## src/rtl/trig_clk_enable_seq.sv

```systemverilog
// trig_clk_enable_seq
// Multi-channel trigger-aligned clock-enable generator. Each channel waits
// for a rising edge on its trigger, waits a programmable delay, then emits a
// train of one-cycle clk_en strobes spaced divide+1 cycles apart. The train
// ends after pulse_count strobes (with a one-cycle done pulse), or runs until
// stop when continuous mode was latched at the trigger.
module trig_clk_enable_seq #(
    parameter int NUM_CH = 4,
    parameter int DIV_W  = 8,
    parameter int DLY_W  = 8,
    parameter int CNT_W  = 16
) (
    input  logic              clk,
    input  logic              rst,
    input  logic [NUM_CH-1:0] trigger,
    input  logic [DIV_W-1:0]  divide,
    input  logic [DLY_W-1:0]  start_delay,
    input  logic [CNT_W-1:0]  pulse_count,
    input  logic              continuous,
    input  logic              stop,
    output logic [NUM_CH-1:0] clk_en,
    output logic [NUM_CH-1:0] busy,
    output logic [NUM_CH-1:0] done
);

    typedef enum logic [1:0] {
        ST_IDLE  = 2'd0,
        ST_DELAY = 2'd1,
        ST_RUN   = 2'd2
    } state_t;

    // Control state (reset)
    state_t            state_q [NUM_CH];
    state_t            state_d [NUM_CH];
    logic [NUM_CH-1:0] trig_q;
    logic [NUM_CH-1:0] trig_d;
    logic [NUM_CH-1:0] armed_q;
    logic [NUM_CH-1:0] armed_d;
    logic [NUM_CH-1:0] clk_en_q;
    logic [NUM_CH-1:0] clk_en_d;
    logic [NUM_CH-1:0] busy_q;
    logic [NUM_CH-1:0] busy_d;
    logic [NUM_CH-1:0] done_q;
    logic [NUM_CH-1:0] done_d;

    // Per-channel latched configuration and counters (no reset needed:
    // they are always loaded before being consulted)
    logic [DIV_W-1:0]  div_val_q [NUM_CH];
    logic [DIV_W-1:0]  div_val_d [NUM_CH];
    logic [DIV_W-1:0]  div_cnt_q [NUM_CH];
    logic [DIV_W-1:0]  div_cnt_d [NUM_CH];
    logic [DLY_W-1:0]  dly_cnt_q [NUM_CH];
    logic [DLY_W-1:0]  dly_cnt_d [NUM_CH];
    logic [CNT_W-1:0]  rem_q     [NUM_CH];
    logic [CNT_W-1:0]  rem_d     [NUM_CH];
    logic [NUM_CH-1:0] cont_q;
    logic [NUM_CH-1:0] cont_d;

    // A trigger held high across reset release must not look like an edge.
    // armed_q stays low for the first post-reset edge so that edge only
    // primes the trigger history.
    logic [NUM_CH-1:0] trig_edge;

    // Rising-edge detection on the already-synchronous trigger inputs
    always_comb begin
        trig_d    = trigger;
        armed_d   = '1;
        trig_edge = trigger & ~trig_q & armed_q;
    end

    // Next-state logic for every channel's IDLE/DELAY/RUN sequencer
    always_comb begin
        for (int i = 0; i < NUM_CH; i++) begin
            state_d[i]   = state_q[i];
            clk_en_d[i]  = 1'b0;
            busy_d[i]    = busy_q[i];
            done_d[i]    = 1'b0;
            div_val_d[i] = div_val_q[i];
            div_cnt_d[i] = div_cnt_q[i];
            dly_cnt_d[i] = dly_cnt_q[i];
            rem_d[i]     = rem_q[i];
            cont_d[i]    = cont_q[i];

            if (stop) begin
                // Global abort wins over everything, including a fresh edge
                state_d[i] = ST_IDLE;
                busy_d[i]  = 1'b0;
            end else begin
                case (state_q[i])
                    ST_IDLE: begin
                        busy_d[i] = 1'b0;
                        if (trig_edge[i]) begin
                            div_val_d[i] = divide;
                            div_cnt_d[i] = '0;
                            dly_cnt_d[i] = start_delay;
                            rem_d[i]     = pulse_count;
                            cont_d[i]    = continuous;
                            busy_d[i]    = 1'b1;
                            state_d[i]   = (start_delay != '0) ? ST_DELAY : ST_RUN;
                        end
                    end

                    ST_DELAY: begin
                        busy_d[i] = 1'b1;
                        // Entering RUN on the D-th edge puts the first strobe
                        // one edge later, i.e. D+1 edges after detection.
                        if (dly_cnt_q[i] <= DLY_W'(1)) begin
                            state_d[i] = ST_RUN;
                        end else begin
                            dly_cnt_d[i] = dly_cnt_q[i] - DLY_W'(1);
                        end
                    end

                    ST_RUN: begin
                        busy_d[i] = 1'b1;
                        if (!cont_q[i] && (rem_q[i] == '0)) begin
                            // Last strobe already issued (or none requested)
                            state_d[i] = ST_IDLE;
                            busy_d[i]  = 1'b0;
                            done_d[i]  = 1'b1;
                        end else if (div_cnt_q[i] == '0) begin
                            clk_en_d[i]  = 1'b1;
                            div_cnt_d[i] = div_val_q[i];
                            if (!cont_q[i]) begin
                                rem_d[i] = rem_q[i] - CNT_W'(1);
                            end
                        end else begin
                            div_cnt_d[i] = div_cnt_q[i] - DIV_W'(1);
                        end
                    end

                    default: begin
                        state_d[i] = ST_IDLE;
                        busy_d[i]  = 1'b0;
                    end
                endcase
            end
        end
    end

    // Control registers: FSM state, trigger history and registered outputs
    always_ff @(posedge clk) begin
        if (rst) begin
            for (int i = 0; i < NUM_CH; i++) begin
                state_q[i] <= ST_IDLE;
            end
            trig_q   <= '0;
            armed_q  <= '0;
            clk_en_q <= '0;
            busy_q   <= '0;
            done_q   <= '0;
        end else begin
            for (int i = 0; i < NUM_CH; i++) begin
                state_q[i] <= state_d[i];
            end
            trig_q   <= trig_d;
            armed_q  <= armed_d;
            clk_en_q <= clk_en_d;
            busy_q   <= busy_d;
            done_q   <= done_d;
        end
    end

    // Datapath registers: latched config and period/delay/pulse counters
    always_ff @(posedge clk) begin
        for (int i = 0; i < NUM_CH; i++) begin
            div_val_q[i] <= div_val_d[i];
            div_cnt_q[i] <= div_cnt_d[i];
            dly_cnt_q[i] <= dly_cnt_d[i];
            rem_q[i]     <= rem_d[i];
        end
        cont_q <= cont_d;
    end

    assign clk_en = clk_en_q;
    assign busy   = busy_q;
    assign done   = done_q;

endmodule

```

## config.mk

```make
export PLATFORM = sky130hd
export DESIGN_NAME = trig_clk_enable_seq
export DESIGN_NICKNAME = d
export VERILOG_FILES = /design/src/rtl/trig_clk_enable_seq.sv
export SDC_FILE = /design/constraint.sdc
export NUM_CORES = 1
export LEC_CHECK = 0
export ABC_AREA = 1
export CORE_MARGIN = 1
export CORE_UTILIZATION = 55
export CTS_CLUSTER_SIZE = 14
export DETAILED_ROUTE_END_ITERATION = 8
export PLACE_DENSITY = 0.74
export SETUP_SLACK_MARGIN = 0.4
export SYNTH_ARGS = -nofsm -noshare
export SYNTH_HDL_FRONTEND = slang
export SYNTH_SLANG_ARGS = --single-unit
```

## constraint.sdc

```tcl
create_clock -name clk -period 5.6 [get_ports clk]
set_input_delay 0.84 -clock clk [delete_from_list [all_inputs] [get_ports clk]]
set_output_delay 0.84 -clock clk [all_outputs]
set_load 0.1 [all_outputs]
```

* Word-level counts from Yosys, hierarchy flattened
Memory sizes are Yosys's and may differ from the RTL's. Cells that the tools add are included.
Operators by class: $add $sub $neg 12, $lt $le $gt $ge 4, eq/ne operators 8, mux-type cells 121, bitwise operators 12, reductions and logical operators 34
Operators with widths (count):
- 16-bit two-way mux | 20
- 8-bit two-way mux | 40
- 16-bit one-hot mux with 2 select lines | 4
- 8-bit one-hot mux with 2 select lines | 8
- 16-bit logical NOT | 4
- 16-bit by 1-bit subtractor with 16-bit output, second input constant | 4
- 8-bit by 1-bit subtractor with 8-bit output, second input constant | 8
- 2-bit two-way mux | 21
- 8-bit by 1-bit less-or-equal comparator with 1-bit output, second input constant | 4
- 8-bit logical NOT | 4
- 2-bit one-hot mux with 3 select lines | 4
- 1-bit two-way mux | 19
- 4-bit OR reduction | 4
- 1-bit one-hot mux with 3 select lines | 4
- 3-bit AND reduction | 4
- 3-bit OR reduction | 4
- 4-bit AND | 2
- 2-bit by 1-bit == test with 1-bit output, second input constant | 4
- 2-bit == test, second input constant | 4
- 2-bit logical NOT | 4
- 8-bit nonzero test | 1
- 1-bit NOT | 5
- 1-bit logical AND | 4
- 1-bit logical NOT | 4
- 4 further kinds | 7
Word-level totals: register bits after elaboration 24, bits in writable memories 168, input bits 40, output and inout port bits 12, logic and storage cells 211, memories kept 5
Memory list:
- rem_q | depth 4, bits a word 16, rd ports 4, clocked after memory_dff 0, write ports 4, line 54 | logic [CNT_W-1:0] rem_q [NUM_CH];
- div_cnt_q | depth 4, bits a word 8, rd ports 4, clocked after memory_dff 0, write ports 4, line 50 | logic [DIV_W-1:0] div_cnt_q [NUM_CH];
- div_val_q | depth 4, bits a word 8, rd ports 4, clocked after memory_dff 0, write ports 4, line 48 | logic [DIV_W-1:0] div_val_q [NUM_CH];
- dly_cnt_q | depth 4, bits a word 8, rd ports 4, clocked after memory_dff 0, write ports 4, line 52 | logic [DLY_W-1:0] dly_cnt_q [NUM_CH];
- state_q | depth 4, bits a word 2, rd ports 4, clocked after memory_dff 0, write ports 4, line 33 | state_t state_q [NUM_CH];

* Depth between registers and ports, before layout
depth after elaboration 7, depth in mapped cells 11, gate-level depth less buffers 11

* Worst setup path after synthesis
No wires, ideal clock.
path type input -> register, start point in trigger[3], end point mem rem_q[3][0], enable pin, setup time 394 ps, arrival 2576 ps, data required time 5206 ps, setup slack 2630 ps, cell stages on the path 6, path buffers 0, cells stage by stage inv_1 -> nor3_1 -> inv_1 -> nor2_1 -> inv_1 -> a21oi_1
RTL lines:
- start: declaration | line 15 | input logic [NUM_CH-1:0] trigger,
- end: declaration | line 54

==> results.md <==
* Post-synthesis cell count at 1,191
* Pre-antenna DRT Iters at 5
* Setup crit end kind: flop
* WP data required at 5.73 ns
* Avg Cell Area, Syn at 8.66 um2
* Initial Util at 0.569
* Fmax at 0.354 GHz
* Max clock buf depth at 2
* Syn nets at 1,251
* Pwr dens at 262 nW/um2
* Antenna Cells at 0
* TritonCTS Buffers at 17
* Vias at 8,005
* # Post-CTS Setup Buffers at 0
* Sequential fraction of the synthesis area at 0.526
* Post-Route Setup TNS at 0 ns
* Power share of the combinational group at 0.077
* Core ar. at 18,100 um2
* Vias/cell at 5.38
* Share of cells above drive strength 1 at 0.0819
* Final core utilization at 0.640
* Area of the multi-input gates at 4160 um2
* Initial antenna violation count at 0
* Static Leakage at 0.00459 uW
* YS warnings at 0
* Total GRT Usage at 0.250
* Arrival @ worst endpoint at 2.96 ns
* Tcrit/Tclk final at 0.505
* Clock slew at reported path FFs at 0.06 ns
* Average wire per cell in the routed design at 15.5 um
* Drt drc at 0
* Final hold slack at 0.559 ns
* Resized Gates After CTS at 0
* Synthesized area at 10,300 um2
* Hold buffers post-CTS at 0
* Row Count at 49
* Fill cells at 1,514
* Most common cell after layout, fill and taps aside: nand2_1
* Post-route minimum period at 2.83 ns
* Largest net degree at the start of global routing at 27
* Tightest Pin Transition at 0.971 ns
* Die Ht at 139 um
* Type of the worst min-delay path: flop to flop
* Port Buffer Count at 51
* Number of synthesized register bits at 189
* Die width at 139 um
* H-tree Lvls at 4
* Area growth syn-to-layout at 12.5%
* Storage element area at 5430 um2
* CP Class: input port to flop
* Final setup viols at 0
* Max Cap Viol at 0
* Root Buffer: clkbuf_16
* Die area at 19,300 um2
* Most frequent cells in the layout: nand2_1 (236), nor2_1 (175), edfxtp_1 (164)
* Final wirelength at 23,000 um
* Clk network pwr share at 0.393
* Status: completed
* DP Worst Slack at 2.29 ns
* DR iter-0 viols at 580
* RSZ-0062 raised after global routing: no
* Max-Slew Margin vs Limit at 0.351
* Routability cong. at 0.915
* Final worst-path setup slack at 2.77 ns
* ANT nets after route at 0
* Worst-Skew Late Latency at 0.45 ns
* P_sw at 700 uW
* Skew final at 0.0106 ns
* Sinks on Clock Net at 189
* Global-route wire length before repair at 37,300 um
* Final hold vios at 0
* Switch share at 0.230
* Slew Viols, Final at 0
* Reg power frac at 0.530
* Final Net Count at 1,306
* GR Overflow Total at 0
* CTS tree: done
* Worst Setup Start Kind: input port
* HPWL Detailed at 16,800 um
* Vias in the first global route at 7,511
* Pint at 2350 uW
* Worst IR Drop VDD at 0.249 mV
* Number of I/O pins at 52
* Cell variety after synth at 35
* Crit Path Max Fanout at 16
[layer usage]
layer,up-vias,share of wire,global-route usage
met5,-,0,0
met4,0,0.021,0.0936
met3,34,0.055,0.0352
met2,221,0.49,0.418
met1,3689,0.43,0.330
li1,4061,-,-
[Yosys cell counts]
cell type,number,area [um2]
clkbuf_1,4,15.0
dfxtp_1,25,500
a21oi_2,1,8.76
or2_2,9,56.3
nand2_1,236,886
nand4_1,6,37.5
inv_1,147,552
edfxtp_1,164,4920
a31oi_1,19,119
nand3_1,54,270
xor2_1,38,333
nand3b_1,7,52.6
o21ai_0,112,561
buf_4,1,7.51
nor3_2,6,60.1
o31ai_1,3,22.5
nor3b_1,5,37.5
o21bai_1,1,7.51
nor2_4,6,67.6
a21oi_1,45,225
o22ai_1,1,6.26
nand3_2,1,10.0
nor3_1,13,65.1
inv_2,10,37.5
nor2_1,175,657
nand2_2,11,68.8
xnor2_1,12,105
o21ai_1,11,55.1
buf_2,13,65.1
nor2_2,21,131
buf_6,5,56.3
o211ai_1,4,30.0
o21ai_2,1,8.76
a22oi_1,4,30.0
ha_1,20,250
[through the flow]
step / area (um2) / instances / total power (uW)
after global routing: 11600 / 1487 / 3130
after CTS: 11600 / 1487 / 3060
after global placement: 11000 / 1456 / 1870
final: 11600 / 1487 / 3050
after floorplan: 10300 / 1191 / 1780
after detailed placement: 11000 / 1456 / 1880
[worst max-delay path, cell delays in order]
cell	delay [ns]
clkdlybuf4s50_1	0.58
inv_1	0.27
nand2_1	0.08
nor2_1	0.62
inv_1	0.13
a21oi_1	0.17
buf_4	0.26
[cell type report]
class,instances,share of cell area
Clock buffer,21,0.0397
Clock inverter,10,0.0100
Tap cell,229,0.0247
Multi-Input combinational cell,822,0.358
Sequential cell,189,0.467
Timing Repair Buffer,59,0.0491
Inverter,157,0.0508
[power groups by stage]
stage,Clock (uW),Sequential (uW),Combinational (uW)
after floorplan,0,1640,135
final,1200,1610,234
after CTS,1210,1610,234
after detailed placement,0,1640,233
after global placement,0,1640,228
after global routing,1250,1620,261
[logic make-up after synthesis]
group	Yosys count	share of synthesized area
compound gates	202	0.104
simple gates	550	0.233
fa+ha+maj	20	0.0242
xor+xnor	50	0.0424
flops	189	0.526
buf+inv	180	0.0710
[path summary, 6_finish.rpt]
check                                  start                       endpoint  slack (ns)  cells after the start
setup / recovery                        stop          rem_q[3][4]$_DFFE_PP_        2.77                      7
hold / removal     div_val_q[3][7]$_DFFE_PP_  div_cnt_q[3][7]$_SDFFCE_PP0P_        0.56                      2
hold reg to reg    div_val_q[3][7]$_DFFE_PP_  div_cnt_q[3][7]$_SDFFCE_PP0P_        0.56                      2
setup reg to reg  state_q[1][0]$_SDFFE_PP0P_      dly_cnt_q[1][4]$_DFFE_PP_        3.16                      4
[flip-flops by register name, summed over array words and instances (netlist names)]
| register | count |
|---|---|
| rem_q | 64 |
| div_cnt_q | 32 |
| div_val_q | 32 |
| dly_cnt_q | 32 |
| state_q | 8 |
| busy | 4 |
| clk_en | 4 |
| cont_q | 4 |
| done | 4 |
| trig_q | 4 |
| armed_q | 1 |
(Power assumes the default switching activity.)
